### src/rtl/fp_add_ctrl.sv
// Control FSM for the floating-point adder: operand load, exponent alignment, mantissa add, normalize.
// Optional build macro FPC_ALIGN_LIMIT_EN caps alignment at MANT_W shifts before clearing the small operand.
module fp_add_ctrl #(
    parameter int unsigned MANT_W = 24,
    parameter int unsigned ACNT_W = 5
) (
    input  logic       clk,
    input  logic       rst,
    input  logic       start,
    input  logic       a_exp_gt_b,
    input  logic       exp_eq,
    input  logic       sum_cout,
    input  logic       sum_msb,
    input  logic       sum_zero,
    input  logic       exp_max,
    input  logic       exp_min,
    output logic       ld_ops,
    output logic       ld_exp,
    output logic [1:0] exp_sel,
    output logic       cen_up_exp,
    output logic       cen_down_exp,
    output logic       swap,
    output logic       sh_small,
    output logic       clr_small,
    output logic       ld_sum,
    output logic       sh_r_sum,
    output logic       sh_l_sum,
    output logic       busy,
    output logic       done,
    output logic       ovf,
    output logic       unf,
    output logic       zero_res
);

    typedef enum logic [2:0] {
        StIdle,
        StLoad,
        StSetup,
        StAlign,
        StAdd,
        StNorm,
        StDone
    } state_e;

    localparam logic [1:0] SelExpA   = 2'd0;
    localparam logic [1:0] SelExpB   = 2'd1;
    localparam logic [1:0] SelExpMax = 2'd2;

    // Shift count at which the smaller mantissa has been shifted out entirely.
    localparam logic [ACNT_W-1:0] AlignLimit = ACNT_W'(MANT_W);

    state_e            state_q, state_d;
    logic              swap_q, swap_d;
    logic              ovf_q, ovf_d;
    logic              unf_q, unf_d;
    logic              zero_q, zero_d;
    logic [ACNT_W-1:0] acnt_q, acnt_d;
    logic [ACNT_W-1:0] acnt_inc;

    // Saturates at the limit so very long alignments cannot wrap the count.
    assign acnt_inc = (acnt_q == AlignLimit) ? acnt_q : acnt_q + ACNT_W'(1);

    always_ff @(posedge clk) begin
        if (!rst) begin
            state_q <= StIdle;
            swap_q  <= 1'b0;
            ovf_q   <= 1'b0;
            unf_q   <= 1'b0;
            zero_q  <= 1'b0;
            acnt_q  <= '0;
        end else begin
            state_q <= state_d;
            swap_q  <= swap_d;
            ovf_q   <= ovf_d;
            unf_q   <= unf_d;
            zero_q  <= zero_d;
            acnt_q  <= acnt_d;
        end
    end

    always_comb begin
        state_d      = state_q;
        swap_d       = swap_q;
        ovf_d        = ovf_q;
        unf_d        = unf_q;
        zero_d       = zero_q;
        acnt_d       = acnt_q;
        ld_ops       = 1'b0;
        ld_exp       = 1'b0;
        exp_sel      = SelExpA;
        cen_up_exp   = 1'b0;
        cen_down_exp = 1'b0;
        sh_small     = 1'b0;
        clr_small    = 1'b0;
        ld_sum       = 1'b0;
        sh_r_sum     = 1'b0;
        sh_l_sum     = 1'b0;
        done         = 1'b0;

        unique case (state_q)
            StIdle: begin
                if (start) begin
                    ovf_d   = 1'b0;
                    unf_d   = 1'b0;
                    zero_d  = 1'b0;
                    state_d = StLoad;
                end
            end
            StLoad: begin
                ld_ops  = 1'b1;
                state_d = StSetup;
            end
            StSetup: begin
                // Start the counter at the smaller exponent and count it up to the larger.
                ld_exp  = 1'b1;
                exp_sel = a_exp_gt_b ? SelExpB : SelExpA;
                swap_d  = ~a_exp_gt_b;
                acnt_d  = '0;
                state_d = StAlign;
            end
            StAlign: begin
                if (exp_eq) begin
                    state_d = StAdd;
`ifdef FPC_ALIGN_LIMIT_EN
                end else if (acnt_q == AlignLimit) begin
                    clr_small = 1'b1;
                    ld_exp    = 1'b1;
                    exp_sel   = SelExpMax;
                    state_d   = StAdd;
`endif
                end else begin
                    cen_up_exp = 1'b1;
                    sh_small   = 1'b1;
                    acnt_d     = acnt_inc;
                end
            end
            StAdd: begin
                ld_sum  = 1'b1;
                state_d = StNorm;
            end
            StNorm: begin
                if (sum_zero) begin
                    zero_d  = 1'b1;
                    state_d = StDone;
                end else if (sum_cout && exp_max) begin
                    ovf_d   = 1'b1;
                    state_d = StDone;
                end else if (sum_cout) begin
                    sh_r_sum   = 1'b1;
                    cen_up_exp = 1'b1;
                end else if (!sum_msb && exp_min) begin
                    unf_d   = 1'b1;
                    state_d = StDone;
                end else if (!sum_msb) begin
                    sh_l_sum     = 1'b1;
                    cen_down_exp = 1'b1;
                end else begin
                    state_d = StDone;
                end
            end
            StDone: begin
                done    = 1'b1;
                state_d = StIdle;
            end
            default: begin
                state_d = StIdle;
            end
        endcase
    end

    assign busy     = (state_q != StIdle);
    assign swap     = swap_q;
    assign ovf      = ovf_q;
    assign unf      = unf_q;
    assign zero_res = zero_q;

endmodule

### config.mk
export PLATFORM = sky130hd
export DESIGN_NAME = fp_add_ctrl
export DESIGN_NICKNAME = d
export VERILOG_FILES = /design/src/rtl/fp_add_ctrl.sv
export SDC_FILE = /design/constraint.sdc
export NUM_CORES = 1
export LEC_CHECK = 0
export CORE_MARGIN = 5
export CORE_UTILIZATION = 36
export CTS_BUF_LIST = sky130_fd_sc_hd__clkbuf_16
export DETAILED_ROUTE_END_ITERATION = 16
export PLACE_DENSITY = 0.78
export SYNTH_ARGS = -nofsm -noshare
export SYNTH_HDL_FRONTEND = slang
export SYNTH_SLANG_ARGS = --single-unit
### constraint.sdc
create_clock -name clk -period 1.35 [get_ports clk]
set_input_delay 0.27 -clock clk [delete_from_list [all_inputs] [get_ports clk]]
set_output_delay 0.27 -clock clk [all_outputs]
set_load 0.02 [all_outputs]
-- Word level (Yosys, flattened, before mapping)
Cells that the tools add are included.
- input bits: 10
- register bits: 7
- output and inout bits: 17
- bitwise logic cells: 1
- mux-type cells: 38
- reductions and logical operators: 10
- equality and inequality tests: 16
- operators by type and width (kind ; number):
    2-to-1 mux 1 bit ; 26
    2-to-1 mux 3 bit ; 7
    case mux 3 bit (6 select lines) ; 1
    != test 2 bit, second input constant ; 8
    == test 3 bit, second input constant ; 3
    case mux 1 bit (2 select lines) ; 4
    AND reduction 4 bit ; 2
    == test 3 x 2 -> 1 bit, second input constant ; 2
    AND reduction 6 bit ; 1
    != test 5 bit, second input constant ; 1
    != test 4 bit, second input constant ; 1
    == test 3 x 1 -> 1 bit, second input constant ; 1
    zero test 3 bit ; 1
    AND reduction 3 bit ; 1
    nonzero test 3 bit ; 1
    logical AND 1 bit ; 2
    nonzero test 2 bit ; 1
    zero test 1 bit ; 1
    NOT 1 bit ; 1

-- Logic depth before layout (Yosys ltp)
Gate-level depths: netlist (run 1).
- depth in word-level cells: 7
- gate-level depth with buffers: 5

-- Worst setup path before layout (run 1)
No wires, ideal clock.
- path type: reg2out
- start point: register state_q[2]
- end point: output sh_l_sum
- arrival: 1317 ps
- setup slack: -237 ps
- stages on the path, launching flop included: 6
- path through: dfxtp_1 > buf_6 > and4bb_2 > nand2_1 > nor2_1 > buf_4
- longest elaborated chain between the ends: 2
- RTL lines (item ; line ; source):
    start: declaration ; 52 ; state_e state_q, state_d;
    start signal: assignment ; 65 ; state_q <= StIdle;
    start signal: assignment ; 72 ; state_q <= state_d;
    == test 3 bit ; -- ;
    2-to-1 mux 1 bit ; -- ;
    end: declaration ; 27 ; output logic sh_l_sum,
No other way between the ends.

-- Worst setup path in the final report (run 1)
- start point: register state_q[1]
- end point: output cen_down_exp
- longest elaborated chain between the ends: 2
- RTL lines (item ; line ; source):
    == test 3 bit ; 100 ; unique case (state_q)
    2-to-1 mux 1 bit ; 100 ;
    end: declaration ; 21 ; output logic cen_down_exp,
No other way between the ends.

==> results of run 1 <==
[worst max-delay path: cells and delay by family (launching register included)]
family / cells / cell delay, ps
flip-flops: 1 / 360
AND/OR/NAND/NOR: 3 / 550
buffers and inverters: 1 / 130
[per-stage QoR]
| stage | worst slack [ps] | cells | instance area (µm²) | util [%] |
|---|---|---|---|---|
| detailed placement | -795 | 110 | 875 | 67.2 |
| finish | -189 | 116 | 1040 | 80.2 |
| global route | -243 | 116 | 1040 | 80.2 |
| CTS | -218 | 115 | 1010 | 77.4 |
| floorplan | -69.0 | 56 | 508 | - |
| global placement | -747 | 110 | 875 | 67.2 |
[power by group through the flow]
stage	registers [mW]	clock network [mW]	logic, mW
floorplan	0.242	0	0.155
global placement	0.246	0	0.316
detailed placement	0.246	0	0.323
global route	0.250	0.518	0.401
CTS	0.245	0.509	0.357
finish	0.247	0.506	0.378
[cells by family after synthesis]
kind of cell | Yosys count
flip-flops | 7
other | 1
AND/OR/NAND/NOR | 28
AO/OA/AOI/OAI | 11
buffers and inverters | 8
[timing repair]
action / in CTS / in global routing
pin swaps: 14 / 10
cloned: 0 / 0
buffers inserted: 2 / 2
setup endpoints to repair: 19 / 14
resized for setup: 87 / 10
[state kept, by name (all words and copies together) (netlist names)]
register and flops:
unf 1, swap 1, ovf 1, zero_res 1, state_q 3
[metal layers]
metal  vias to the layer above  GRT usage, %  share of wire, %  wire [µm]
met1                       278          20.9                37        702
met3                         4          5.75               4.9         93
met5                         -             0                 0          0
met2                        19          33.9                56       1050
li1                        290             -                 -          -
met4                         0          8.84               2.3         44
[layout make-up]
cell class                 instances  area (µm²)  share of cell area, %
multi-input combinational         41         357                   34.2
clock buffer                       3        75.1                   7.19
sequential                         7         151                   14.5
clock inverter                     1        3.75                  0.360
tap                               15        18.8                   1.80
timing repair buffer              47         430                   41.2
inverter                           2        7.51                  0.719
[worst max path at each step]
stage               slack [ps]  startpoint      endpoint  depth (start not counted)
floorplan                  -70  state_q[2]      sh_l_sum                          5
global placement          -750    sum_zero  cen_down_exp                          5
detailed placement        -800    sum_zero  cen_down_exp                          5
CTS                       -220  state_q[1]  cen_down_exp                          4
global route              -240     sum_msb  cen_down_exp                          5
finish                    -190  state_q[1]  cen_down_exp                          4
[placed cells by master, fill, tap and decap left out, types with 2 or more instances in the layout]
cell / netlist / layout
dfxtp_4: 0 / 3
nor2_2: 0 / 2
a31oi_1: 3 / 3
clkdlybuf4s50_1: 0 / 4
buf_6: 2 / 14
a21boi_0: 2 / 2
buf_4: 3 / 20
dfxtp_1: 7 / 4
and4bb_2: 2 / 2
inv_1: 2 / 3
dlygate4sd2_1: 0 / 8
nor2_1: 8 / 5
conb_1: 1 / 2
clkbuf_16: 0 / 3
==> key figures, run 1 <==
Outcome
  – Status: finished with violations
  – Failing checks: negative setup slack

Clocking
  – Clock Sink Count: 7
  – Number of buffers created by CTS: 3
  – Clock latency at the later pin of the worst-skew pair: 230 ps
  – H-tree depth: 1
  – Clock Tree Root: clkbuf_16
  – Worst-path clk slew: 40 ps
  – CTS tree: built
  – Max clock buf depth: 2
  – # hold bufs at CTS: 0

Yosys
  – Synthesized area per cell: 8.92 µm²
  – Synth Area in XOR/XNOR: 0%
  – Synth Area in Adders: 0%
  – Sequential-to-total area share from yosys stat: 28.6%
  – Ys Warns: 0
  – Synth Area in Compound Gates: between 20% and 30%
  – Top-area cell type share of the netlist area: 28.6%
  – Cell variety after synth: 32
  – Mux cell area share after synthesis: 0%
  – Largest cells by area after synthesis: dfxtp_1 (29%), nor2_1 (6.1%), a2111oi_4 (5.6%)
  – Simple-gate share of the synthesized area: 38.0%
  – Count leader, synth: nor2_1
  – Number of synthesized register bits: 7
  – Main combinational cell family by area after synthesis: simple AND/OR/NAND/NOR gates
  – Post-synth top flop: dfxtp_1
  – Post-Synthesis Cells: 55
  – Synth area leader: dfxtp_1
  – Post-synth EDFFs: 0
  – Cell Area, Synth: roughly 490 µm²
  – Async set or reset register ratio after synthesis: 0%
  – Leading cell types by count after synthesis: nor2_1 (8), dfxtp_1 (7), a31oi_1 (3), buf_4 (3)

Finish
  – Synth-to-Final Area Change: 113%
  – Antenna cell count: 0
  – Total of fill cells in the finished design: 80
  – Final net count: between 100 and 150
  – Layout cells sized above 1: 58.4%

Routing
  – Remaining DRCs: 0
  – Final WL: around 1900 µm
  – DRT Pass-1 Iters: 4
  – Vias post-DR: between 500 and 600
  – Iter 0 DRT Violations: 2
  – Wire per inst: 16.3 µm
  – Post-route ant nets: 0
  – Vias per inst: a little over 5

Timing
  – Final min period: 1540 ps
  – Worst Setup Slack, final: -189 ps
  – Fin crit share: 114%
  – RSZ-0062 raised after global routing: yes
  – Total negative slack: -1020 ps
  – Final hold vios: 0
  – Hold slack final: between 500 and 600 ps
  – Slew Limit Fails: 0
  – Clock Skews: just over 0.9 ps
  – FMAX: about 650 MHz
  – Final setup fails: 8

Pwr
  – Worst vdd ir: 0.926 mV
  – Switch share: a little over a quarter
  – Sw Pwr: 0.306 mW
  – Comb pwr share: between 30 and 40%
  – Power Density: about 1100 mW/mm²
  – Int Pwr: just over 0.8 mW
  – Sequential cell fraction of total power: 21.8%
  – Leakage power: between 0.4 and 0.5 nW
  – Overall Power: about 1.1 mW
  – Clock Power Share: about 45%

Worst setup path
  – Reg-to-Reg End: ovf
  – Cell Chain, Critical Path: and4bb_2 -> nand2_2 -> nor2_4 -> buf_6
  – Crit-path max cell delay: 360 ps
  – Slowest stage cell on the critical path: dfxtp_4
  – Crit end category: output port
  – Register-to-register setup slack: about 20 ps
  – R2r worst-path depth: 5
  – CP startpoint kind: register
  – Critical Path Fanout Max: 7
  – CP Class: reg2out
  – CP required: 1080 ps
  – Reg-to-reg startpoint: state_q[2]
  – Crit path arrival time: ~1300 ps

Min path
  – Hold path depth: 2
  – Hold WC Path Type: reg2reg
  – Worst hold start: swap
  – Worst Hold Endpoint: swap

Floorplan
  – Core Rows: 13
  – Placeable Area: about 0.0013 mm²
  – Die W: 46.9 µm
  – I/O pin count: 27
  – Starting Density: ~38%
  – Die Area: about 0.0022 mm²
  – Die Y: around 47 µm

Flow run
  – Max-cap viol count: 0

Global routing
  – All-Layer GR Usage: a little under a fifth
  – First-pass GRT wire length: 2960 µm
  – Vias in the first global route: between 600 and 700
  – Total grt overflow: 0
  – Initial antenna violation count: 0
  – Pin count of the biggest net entering global routing: 8

Place
  – Port-buffer cells: 24
  – GP Congestion: roughly 0.74
  – HPWL after detailed placement: 1280 µm
No activity file was read; power rests on OpenSTA's default activity.
==> inputs of run 2 (changes only) <==
CORE_MARGIN = 1   (was 5)
GPL_TIMING_DRIVEN = 0   (was default)
==> key figures, run 2 (same netlist as run 1, synthesis figures left out) <==
Global routing
  – Total grt overflow: 0
  – First-pass GRT wire length: around 2600 µm
  – Vias in the first global route: 543
  – Initial antenna violation count: 0
  – All-Layer GR Usage: a little over a quarter
  – Pin count of the biggest net entering global routing: 9

Flow run
  – Max-cap viol count: 0

Routing
  – Iter 0 DRT Violations: 28
  – Vias post-DR: 652
  – Final WL: 2300 µm
  – Wire per inst: ~20 µm
  – Remaining DRCs: 0
  – DRT Pass-1 Iters: 4
  – Vias per inst: between 5 and 6
  – Post-route ant nets: 0

Worst setup path
  – Cell Chain, Critical Path: buf_6 -> and4bb_2 -> buf_12 -> a21oi_4 -> inv_2 -> buf_6
  – WP buf/inv: 4
  – CP startpoint kind: register
  – Crit path arrival time: between 1000 and 1500 ps
  – Crit end category: output port
  – Critical Path Fanout Max: 6
  – CP Class: reg2out
  – Crit-path max cell delay: between 300 and 400 ps
  – Slowest stage cell on the critical path: dfxtp_2
  – CP required: approximately 1100 ps
  – CP most frequent cell: buf_6
  – Largest delay share family, worst path: buffers and inverters

Outcome
  – Failing checks: negative setup slack
  – Status: finished with violations

Pwr
  – Power Density: roughly 1100 mW/mm²
  – Clock Power Share: 44.9%
  – Sw Pwr: around 0.33 mW
  – Sequential cell fraction of total power: 21.2%
  – Comb pwr share: about a third
  – Int Pwr: between 0.8 and 0.9 mW
  – Leakage power: 0.494 nW
  – Switch share: between 20% and 30%
  – Worst vdd ir: 0.992 mV

Clocking
  – Clock latency at the later pin of the worst-skew pair: about 240 ps
  – Max clock buf depth: 2
  – Worst-path clk slew: 30 ps
  – CTS tree: built
  – H-tree depth: 1
  – Clock Tree Root: clkbuf_16
  – Clock Sink Count: 7
  – Number of buffers created by CTS: 3

Place
  – Placed cells: 94
  – Port-buffer cells: 24
  – HPWL after detailed placement: between 900 and 1000 µm
  – GP Congestion: just over 0.8
  – Placed Area: between 700 and 800 µm²

Floorplan
  – Starting Density: 41.4%
  – I/O pin count: 27
  – Die W: approximately 39 µm
  – Core Rows: 12
  – Die Area: 0.00151 mm²
  – Die Y: between 30 and 40 µm
  – Placeable Area: about 0.0012 mm²

Finish
  – Final net count: 110
  – Commonest non-fill, non-tap cell in the layout: buf_6
  – Final instance area: roughly 0.0011 mm²
  – Antenna cell count: 0
  – Largest register FFs: 3
  – Layout cells sized above 1: between 50 and 60%
  – Post-route insts no fill: 113
  – Synth-to-Final Area Change: 115%
  – Reg with most FFs: state_q
  – Most frequent cells in the layout: buf_6 (16), buf_4 (15), dlygate4sd2_1 (7)

Timing
  – Final min period: 1650 ps
  – Clock Skews: ~5.7 ps
  – RSZ-0062 raised after global routing: yes
  – Fin crit share: 122%
  – Slew Limit Fails: 0
  – Final hold vios: 0
  – FMAX: 607 MHz
  – Worst Setup Slack, final: -298 ps
  – Final setup fails: 14

Min path
  – Hold WC Path Type: reg2reg
## run 2: cell types whose count changed in the layout (fill, tap and decap cells not counted), sizes merged
cell           change
buf                -2
dlygate4sd2        -1
clkdlybuf4s50      +1
## run 2: routing by layer
| layer | vias to the layer above | track usage, % | part of all wire (%) |
|---|---|---|---|
| met2 | 51 | 46.3 | 50 |
| met4 | 0 | 10.3 | 3.0 |
| met1 | 307 | 29.5 | 37 |
| met3 | 11 | 9.25 | 9.9 |
| li1 | 283 | - | - |
| met5 | - | 0 | 0 |
## run 2: cell type report
class | instances | area (µm²)
Timing Repair Buffer | 39 | 380
Multi-Input combinational cell | 41 | 369
Sequential cell | 7 | 144
Fill cell | 56 | 133
Clock buffer | 3 | 75.1
Buffer | 6 | 56.3
Tap cell | 14 | 17.5
Inverter | 2 | 7.51
Clock inverter | 1 | 3.75
## run 2: final timing paths
kind / cells after the start / slack, ps / start / endpoint
setup reg to reg: 8 / -170 / state_q[2] / unf
hold / removal: 2 / 520 / unf / unf
hold reg to reg: 2 / 520 / unf / unf
setup / recovery: 6 / -300 / state_q[2] / cen_up_exp
## run 2: power by group through the flow
stage	sequential (mW)	clock [mW]	combinational, mW
2_1_floorplan	0.242	0	0.155
3_3_place_gp	0.239	0	0.267
3_5_place_dp	0.240	0	0.269
4_1_cts	0.239	0.512	0.331
5_1_grt	0.244	0.526	0.404
6_report	0.243	0.515	0.388
## run 2: timing repair
action | CTS | global route
hold buffers | 0 | 0
gates resized for setup | 83 | 11
endpoints found under the hold margin | 0 | 0
cloned | 0 | 0
pin swaps | 5 | 7
endpoints found under the setup margin | 16 | 15
buffers inserted | 10 | 5
## run 2: worst min-delay path, delay by kind of cell, from the launching register on
family	cells	cell delay [ps]
flip-flops	1	330
AND/OR/NAND/NOR	1	110
AO/OA/AOI/OAI	1	50
## run 2: through the flow
stage / worst slack [ps] / hold WS, ps / TNS [ps] / power, mW / utilization (%)
floorplan: -69.0 / 388 / -70.2 / 0.397 / -
global placement: -998 / 457 / -6590 / 0.506 / 64.6
detailed placement: -1010 / 469 / -6680 / 0.508 / 64.6
CTS: -290 / 472 / -1640 / 1.08 / 80.8
global route: -326 / 545 / -2800 / 1.17 / 88.8
finish: -298 / 521 / -2320 / 1.15 / 88.8
